==> src/rtl/shift_reg_pkg.sv <==
// Shared definitions for the shift_reg serial link blocks: FSM state encodings
// and the bit-counter width helper reused by the PISO and SIPO variants.
package shift_reg_pkg;

    typedef enum logic [1:0] {
        ST_IDLE   = 2'd0,
        ST_SHIFT  = 2'd1,
        ST_PARITY = 2'd2
    } state_t;

    // A counter that must hold values up to w (frame length minus one with parity).
    function automatic int cnt_width(input int w);
        return $clog2(w + 1);
    endfunction

endpackage

==> src/rtl/piso_bit_cnt.sv <==
// Loadable down-counter for the PISO transmitter; saturates at zero and flags it.
module piso_bit_cnt #(
    parameter int CNT_W = 3
) (
    input  logic             clk,
    input  logic             reset,
    input  logic             load,
    input  logic [CNT_W-1:0] load_val,
    input  logic             dec,
    output logic [CNT_W-1:0] count,
    output logic             zero
);

    assign zero = (count == '0);

    // NOTE: sequential state uses non-blocking assignments so every flop samples pre-edge values.
    always_ff @(posedge clk) begin
        if (reset) begin
            count <= '0;
        end else if (load) begin
            count <= load_val;
        end else if (dec && !zero) begin
            count <= count - 1'b1;
        end
    end

endmodule

==> src/rtl/shift_reg_piso_tx.sv <==
// Parallel-in serial-out transmitter with valid/ready input and registered serial output.
// Optional even-parity bit after the data bits when SHIFT_REG_PISO_PARITY_EN is defined.
module shift_reg_piso_tx
    import shift_reg_pkg::*;
#(
    parameter int WIDTH     = 4,
    parameter int MSB_FIRST = 1
) (
    input  logic             clk,
    input  logic             reset,
    input  logic [WIDTH-1:0] din,
    input  logic             din_valid,
    output logic             din_ready,
    output logic             sdo,
    output logic             sdo_valid,
    output logic             done
);

`ifdef SHIFT_REG_PISO_PARITY_EN
    localparam int FLEN = WIDTH + 1;
`else
    localparam int FLEN = WIDTH;
`endif
    localparam int CNT_W = cnt_width(WIDTH);

    state_t           state, state_nxt;
    logic [WIDTH-1:0] shreg, shreg_nxt;
    logic             sdo_nxt, sdo_valid_nxt, done_nxt;
    logic             accept;
    logic             cnt_load, cnt_dec, cnt_zero;
    logic [CNT_W-1:0] cnt;
`ifdef SHIFT_REG_PISO_PARITY_EN
    logic             par, par_nxt;
`endif

    piso_bit_cnt #(.CNT_W(CNT_W)) u_bit_cnt (
        .clk      (clk),
        .reset    (reset),
        .load     (cnt_load),
        .load_val (CNT_W'(FLEN - 1)),
        .dec      (cnt_dec),
        .count    (cnt),
        .zero     (cnt_zero)
    );

    // Ready in IDLE and on the last frame bit, so back-to-back words leave no gap.
    assign din_ready = !reset && ((state == ST_IDLE) || cnt_zero);
    assign accept    = din_valid && din_ready;

    // NOTE: every signal written here gets a default first so no latch is inferred.
    always_comb begin
        state_nxt     = state;
        shreg_nxt     = shreg;
        sdo_nxt       = 1'b0;
        sdo_valid_nxt = 1'b0;
        done_nxt      = 1'b0;
        cnt_load      = 1'b0;
        cnt_dec       = 1'b0;
`ifdef SHIFT_REG_PISO_PARITY_EN
        par_nxt       = par;
`endif
        if (accept) begin
            state_nxt     = ST_SHIFT;
            sdo_nxt       = (MSB_FIRST != 0) ? din[WIDTH-1] : din[0];
            shreg_nxt     = (MSB_FIRST != 0) ? (din << 1) : (din >> 1);
            sdo_valid_nxt = 1'b1;
            cnt_load      = 1'b1;
`ifdef SHIFT_REG_PISO_PARITY_EN
            par_nxt       = ^din;
`endif
        end else begin
            case (state)
                ST_SHIFT: begin
                    if (!cnt_zero) begin
                        sdo_valid_nxt = 1'b1;
                        cnt_dec       = 1'b1;
                        done_nxt      = (cnt == CNT_W'(1));
`ifdef SHIFT_REG_PISO_PARITY_EN
                        if (cnt == CNT_W'(1)) begin
                            state_nxt = ST_PARITY;
                            sdo_nxt   = par;
                        end else
`endif
                        begin
                            sdo_nxt   = (MSB_FIRST != 0) ? shreg[WIDTH-1] : shreg[0];
                            shreg_nxt = (MSB_FIRST != 0) ? (shreg << 1) : (shreg >> 1);
                        end
                    end else begin
                        state_nxt = ST_IDLE;
                    end
                end
                default: state_nxt = ST_IDLE;
            endcase
        end
    end

    always_ff @(posedge clk) begin
        if (reset) begin
            state     <= ST_IDLE;
            shreg     <= '0;
            sdo       <= 1'b0;
            sdo_valid <= 1'b0;
            done      <= 1'b0;
`ifdef SHIFT_REG_PISO_PARITY_EN
            par       <= 1'b0;
`endif
        end else begin
            state     <= state_nxt;
            shreg     <= shreg_nxt;
            sdo       <= sdo_nxt;
            sdo_valid <= sdo_valid_nxt;
            done      <= done_nxt;
`ifdef SHIFT_REG_PISO_PARITY_EN
            par       <= par_nxt;
`endif
        end
    end

endmodule

==> config.mk <==
export PLATFORM = sky130hd
export DESIGN_NAME = shift_reg_piso_tx
export DESIGN_NICKNAME = d
export VERILOG_FILES = /design/src/rtl/shift_reg_pkg.sv /design/src/rtl/piso_bit_cnt.sv /design/src/rtl/shift_reg_piso_tx.sv
export SDC_FILE = /design/constraint.sdc
export NUM_CORES = 1
export LEC_CHECK = 0
export CAP_MARGIN = 10
export CORE_AREA = 2 2 39 41
export CTS_CLUSTER_DIAMETER = 150
export CTS_CLUSTER_SIZE = 24
export DETAILED_ROUTE_END_ITERATION = 8
export DIE_AREA = 0 0 41 43
export SLEW_MARGIN = 20
export SYNTH_ARGS = -nofsm -noshare
export SYNTH_HDL_FRONTEND = slang
export SYNTH_SLANG_ARGS = --single-unit
==> constraint.sdc <==
create_clock -name clk -period 1.4 [get_ports clk]
set_input_delay 0.14 -clock clk [delete_from_list [all_inputs] [get_ports clk]]
set_output_delay 0.14 -clock clk [all_outputs]
set_load 0.02 [all_outputs]
**Word-level counts from Yosys, hierarchy flattened**

Index checks and enable logic that the tools add are counted.
W data, S select, Z words.

- Register bits after elaboration: 10
- Logic and storage cells: 41

- $add $sub $neg: 1
- Eq/ne operators: 3
- Muxes and demuxes: 16
- Bitwise gates (word level): 1
- Reductions and logical operators: 13

Operators with widths:

| operator | count |
|---|---|
| $mux W4 | 3 |
| $mux W1 | 11 |
| $mux W2 | 2 |
| $reduce_bool A2 Y1 | 2 |
| $reduce_or A4 Y1 | 1 |
| $eq A3 B1 Y1 const B | 1 |
| $logic_and A1 B1 Y1 | 3 |
| $logic_not A3 Y1 | 1 |
| $ne A3 B3 Y1 const B | 1 |
| $sub A3 B1 Y3 const B | 1 |
| $logic_not A1 Y1 | 2 |
| $logic_not A2 Y1 | 1 |
| $ne A2 B2 Y1 const B | 1 |
| $reduce_and A2 Y1 | 1 |
| $reduce_or A2 Y1 | 1 |
| $logic_or A1 B1 Y1 | 1 |
| $not A1 Y1 | 1 |

**Longest topological paths before layout**

Gate-level depths: netlist of the first run.

- Word-level depth: 8
- Depth in mapped cells: 6
- Mapped depth without buffers: 5

**By module**

Synthesis of the first run repeated with hierarchy kept, for this count alone.

- Cells, all modules: 52
- Area total of the unflattened synthesis: 470.5 µm²

By module, submodules not included:

| module | instances | cells an instance | area each (µm²) |
|---|---|---|---|
| shift_reg_piso_tx | 1 | 31 | 287.8 |
| piso_bit_cnt | 1 | 21 | 182.7 |

**Least setup slack after synthesis of the first run**

Ideal clock, no wire load.

- Path type: reg2out
- Start point: reg u_bit_cnt.count[0]
- End point: out din_ready
- Data arrival time: 1.181 ns
- Required time: 1.260 ns
- Setup slack: 0.079 ns
- Cell stages (with the launch flop): 7
- Path buffers: 1
- Cells stage by stage: dfxtp_1 inv_1 ha_1 nand2b_1 buf_6 and2_4 nor2_1

- Cells in the longest elaborated chain, start to end: 3

RTL lines:

| element | RTL line | text |
|---|---|---|
| start: declaration | piso_bit_cnt.sv:10 | `output logic [CNT_W-1:0] count,` |
| start signal: assignment | piso_bit_cnt.sv:21 | `count <= load_val;` |
| start signal: assignment | piso_bit_cnt.sv:23 | `count <= count - 1'b1;` |
| $logic_not A3 Y1 | piso_bit_cnt.sv:14 | `assign zero = (count == '0);` |
| $logic_or A1 B1 Y1 | shift_reg_piso_tx.sv:47 | `assign din_ready = !reset && ((state == ST_IDLE) \|\| cnt_zero);` |
| $logic_and A1 B1 Y1 | shift_reg_piso_tx.sv:47 |  |
| end: declaration | shift_reg_piso_tx.sv:13 | `output logic din_ready,` |

Every way passes these cells.

**Worst setup path in the final report of the first run**

Same ends and word-level chain as after synthesis.

==> reports/metrics.csv, run 1 <==
metric;value;unit
antenna_cells;0;
hold_violations;0;
p_per_area;1010;nW/µm²
irDropWorstVdd;458;µV
port_buffers;10;
die_area;1760;µm²
path_class;reg -> out;
synth-edff-count;0;
final_antenna_net_count;0;
synth_area_leaders;dfxtp_1 (40%), ha_1 (7.5%), mux2i_1 (6.0%);
synthDistinctLibCells;25;
max_slew_margin;76.5;%
leakage;0.297;nW
tritoncts;built;
total_power;0.728;mW
core_area;1380;µm²
layout_common_cells;buf_4 (10), dfxtp_1 (9), clkdlybuf4s50_1 (9), nor2_1 (4);
finalWorstSetupSlack;0.0388;ns
synth.largest_area_cell;dfxtp_1;
critPathArrivalTime;1.22;ns
chipWidth;41;µm
globalplace.congestion;0.795;
hpwl;702;µm
ys_seq_area_share;39.9;%
grt_usage;14.7;%
ys_warn_count;0;
preCtsSetupSlack;-0.210;ns
status;finished clean;
cts_root_buf;clkbuf_4;
layout_commonest_cell;buf_4;
avgSynthCellArea;10.2;µm²
synth_cells;49;
critPathMaxFanout;2;
synth_nets;59;
vias_per_cell;4.82;
rows;14;
overflow;0;
finalCritPeriodShare;97.2;%
clk_pin_slew;0.07;ns
drv_slew;0;
cts_htree_levels;1;
fillers;139;
drt_iter0_markers;6;
grt_pass1_wl;1650;µm
cts_made_buffers;3;
tightest_slew;0.351;ns
io_pins;11;
cts_sinks;10;
synth-main-ff-cell;dfxtp_1;
grt_antenna_before_repair;0;
cp-start-kind;flop;
wl;1030;µm
end_kind;output port;
rsz0062_at_grt;false;
grt_max_degree;12;
start_util;36.3;%
mappedNetlistArea;502;µm²
drc;0;
synth_top_area_share;39.9;%
min_period;1.36;ns
die_h;43;µm
async_flop_share;0;%
timing.fmax;735;MHz
layout-drive-gt1-share;41.2;%
clk_path_buf_depth;2;
num_vias;405;
syn_to_final_growth;43.9;%
cap_violations;0;
skew;0.00356;ns
grt_pass1_vias;371;
avgRoutedWirePerCell;12.2;µm
first_pass_iters;2;
nNetsFinal;80;
setup_viol;0;
insertion_delay;0.27;ns
hold_class;in -> reg;
cp.required;1.26;ns
ys_ff_latch;10;
[where the power goes]
| part | internal [mW] | switching [mW] |
|---|---|---|
| clock network | 0.0997 | 0.105 |
| registers | 0.307 | 0.0101 |
| logic | 0.111 | 0.0948 |
| total | 0.518 | 0.210 |
[cells in the mapped netlist (2+ instances only)]
library cell,count
a21oi_1,3
a221oi_2,2
dfxtp_1,10
ha_1,3
inv_1,2
mux2i_1,3
nor2_1,5
nor2b_1,3
o21ai_0,2
[cell type report]
type	count	area [µm²]	area share, %
Sequential cell	10	201	27.9
Tap cell	16	20.0	2.77
Multi-Input combinational cell	33	294	40.7
Clock buffer	3	22.5	3.12
Timing Repair Buffer	20	176	24.4
Inverter	2	7.51	1.04
[worst max-delay path, stage by stage (launching register included)]
cell and delay (ns):
dfxtp_2 0.33, inv_2 0.07, ha_4 0.15, nand2b_4 0.05, and2_4 0.16, nor2_4 0.08, buf_6 0.12
[timing repair]
item | 4_1_cts | 5_1_grt
pin swaps | 2 | 2
hold buffers | 0 | 0
setup endpoints to repair | 1 | 1
hold endpoints to repair | 0 | 0
setup buffers | 1 | 1
resized for setup | 11 | 4
[kinds of logic (layout without fill, tap and decap cells)]
family / count (synthesis) / count (layout) / share of synthesized area [%]
adders and majority gates: 3 / 3 / 7.48
and+or+nand+nor: 18 / 18 / 24.4
muxes: 3 / 3 / 5.99
buffers and inverters: 6 / 25 / 6.98
AOI/OAI and AO/OA: 9 / 9 / 15.2
DFF: 10 / 10 / 39.9
[stage by stage]
step	hold WS [ns]	cell area, µm²	TNS (ns)	instances	utilization (%)
5_1_grt	0.477	722	0	84	52.2
6_report	0.461	722	0	84	52.2
3_5_place_dp	0.498	654	-0.210	79	47.3
3_3_place_gp	0.491	654	-0.187	79	47.3
2_1_floorplan	0.291	502	0	49	-
4_1_cts	0.460	697	0	83	50.4
[registers in the layout, indices dropped and copies added, names as in the netlist]
name	count
shreg	3
u_bit_cnt.count	3
done	1
sdo	1
sdo_valid	1
state	1
[path summary, 6_finish.rpt]
path                            depth (start not counted)  slack, ns                       startpoint                         endpoint
worst min-delay path                                    3       0.46                           din[3]                   sdo$_SDFF_PP0_
worst min register to register                          2       0.50            shreg[3]$_SDFFE_PP0P_                   sdo$_SDFF_PP0_
worst max-delay path                                    6       0.04  u_bit_cnt.count[0]$_SDFFE_PP0P_                        din_ready
worst max register to register                          7       0.12  u_bit_cnt.count[0]$_SDFFE_PP0P_  u_bit_cnt.count[2]$_SDFFE_PP0P_
[metal layers]
metal	track usage (%)	vias up	share of wire [%]
li1	-	208	-
met1	19.5	186	49
met2	18.1	9	43
met3	5.24	2	5.2
met4	12.0	0	2.4
met5	0	-	0
(Power assumes the default switching activity.)
==> run 2, diff against run 1 <==
--- a/config.mk
+++ b/config.mk
@@ -6,11 +6,12 @@
 export NUM_CORES = 1
 export LEC_CHECK = 0
 export CAP_MARGIN = 10
-export CORE_AREA = 2 2 39 41
+export CORE_MARGIN = 2
+export CORE_UTILIZATION = 26
 export CTS_CLUSTER_DIAMETER = 150
 export CTS_CLUSTER_SIZE = 24
 export DETAILED_ROUTE_END_ITERATION = 8
-export DIE_AREA = 0 0 41 43
+export SETUP_SLACK_MARGIN = 0.02
 export SLEW_MARGIN = 20
 export SYNTH_ARGS = -nofsm -noshare
 export SYNTH_HDL_FRONTEND = slang
==> reports/metrics.csv, run 2 (synthesized netlist as in run 1, its figures left out) <==
metric;value;unit
p_clk_share;33.8;%
drt_iter0_markers;0;
hpwl;761;µm
die_area;2300;µm²
cp.required;1.26;ns
wl;1090;µm
die_h;47.9;µm
p_per_area;1070;nW/µm²
cap_violations;0;
globalplace.congestion;0.691;
antenna_cells;0;
min_period;1.34;ns
design_area;741;µm²
layout-drive-gt1-share;42.6;%
critPathArrivalTime;1.20;ns
rows;15;
final_util;42.0;%
swShare;27.3;%
dp_cells;88;
max_slew_margin;76.4;%
end_kind;output port;
vias_per_cell;4.54;
cts_sinks;10;
setup_tns;0;ns
total_power;0.794;mW
core_area;1760;µm²
layout_common_cells;clkdlybuf4s50_1 (9), buf_4 (9), dfxtp_1 (8), nor2_1 (4);
grt_pass1_vias;376;
cp-start-kind;flop;
cts_made_buffers;3;
tritoncts;built;
num_vias;422;
grt_antenna_before_repair;0;
whs_path_depth;3;
insertion_delay;0.27;ns
drc;0;
avgRoutedWirePerCell;11.7;µm
syn_to_final_growth;47.6;%
drv_slew;0;
finalCritPeriodShare;95.8;%
timing.fmax;746;MHz
clk_path_buf_depth;2;
rsz0062_at_grt;false;
cellInternalPower;0.577;mW
nNetsFinal;79;
first_pass_iters;1;
seqPwrFrac;40.0;%
skew;0.000799;ns
tightest_slew;0.353;ns
combPwrFrac;26.2;%
path_class;reg -> out;
switchingPower;0.217;mW
port_buffers;10;
irDropWorstVdd;289;µV
cts_hold_buf;0;
ff2ff_path_depth;6;
grt_pass1_wl;1670;µm
clk_pin_slew;0.07;ns
setup_viol;0;
hold_violations;0;
finalNonFillerCells;93;
status;finished clean;
critPathMaxFanout;2;
final_antenna_net_count;0;
chipWidth;47.9;µm
grt_usage;11.3;%
fillers;191;
overflow;0;
seq_area;203;µm²
biggestRegsByFlops;shreg (3), u_bit_cnt.count (3);
io_pins;11;
grt_max_degree;12;
multi_input_area;294;µm²
postPlaceCellArea;666;µm²
leakage;0.299;nW
start_util;28.4;%
hold_class;in -> reg;
cts_htree_levels;1;
cts_root_buf;clkbuf_4;
==> run 2: power groups by stage <==
stage          registers (mW)  clock network, mW  logic [mW]
3_5_place_dp            0.322                  0       0.180
5_1_grt                 0.319              0.286       0.227
3_3_place_gp            0.321                  0       0.177
2_1_floorplan           0.327                  0       0.107
4_1_cts                 0.318              0.277       0.195
6_report                0.318              0.268       0.208
==> run 2: repair_timing <==
action / 4_1_cts / 5_1_grt
setup buffers: 0 / 1
pin swaps: 3 / 2
gates cloned: 0 / 0
setup endpoints to repair: 1 / 1
gates resized for setup: 12 / 3
==> run 2: through the flow <==
step / setup WS (ns) / hold WS [ns]
2_1_floorplan: 0.0794 / 0.291
3_3_place_gp: -0.171 / 0.493
3_5_place_dp: -0.170 / 0.500
4_1_cts: 0.0220 / 0.456
5_1_grt: 0.0154 / 0.465
6_report: 0.0587 / 0.460
==> run 2: final timing paths <==
kind                                          end  slack (ns)                             from
setup / recovery                        din_ready        0.06  u_bit_cnt.count[0]$_SDFFE_PP0P_
hold / removal                     sdo$_SDFF_PP0_        0.46                           din[3]
setup reg to reg  u_bit_cnt.count[0]$_SDFFE_PP0P_        0.13  u_bit_cnt.count[0]$_SDFFE_PP0P_
hold reg to reg                    sdo$_SDFF_PP0_        0.50            shreg[3]$_SDFFE_PP0P_
==> run 2: worst max-delay path, stage by stage, from the launching register on <==
cell      delay (ns)
dfxtp_2         0.33
inv_2           0.07
ha_4            0.15
nand2b_4        0.05
and2_4          0.14
nor2_4          0.07
buf_6           0.12
==> run 2: layout make-up <==
cell class	instances	share of cell area, %
flip-flops and latches	10	27.4
multi-input cells	33	39.7
repair buffers	19	22.8
clock buffers	4	4.90
well taps	25	4.22
inverters	2	1.01
==> run 2: routing by layer <==
layer  wire length (µm)  vias to the layer above  track usage, %
met5                  0                        -               0
met1                466                      201            13.0
met3                 68                        2            3.77
li1                   -                      207               -
met2                540                       12            18.1
met4                 14                        0            6.49
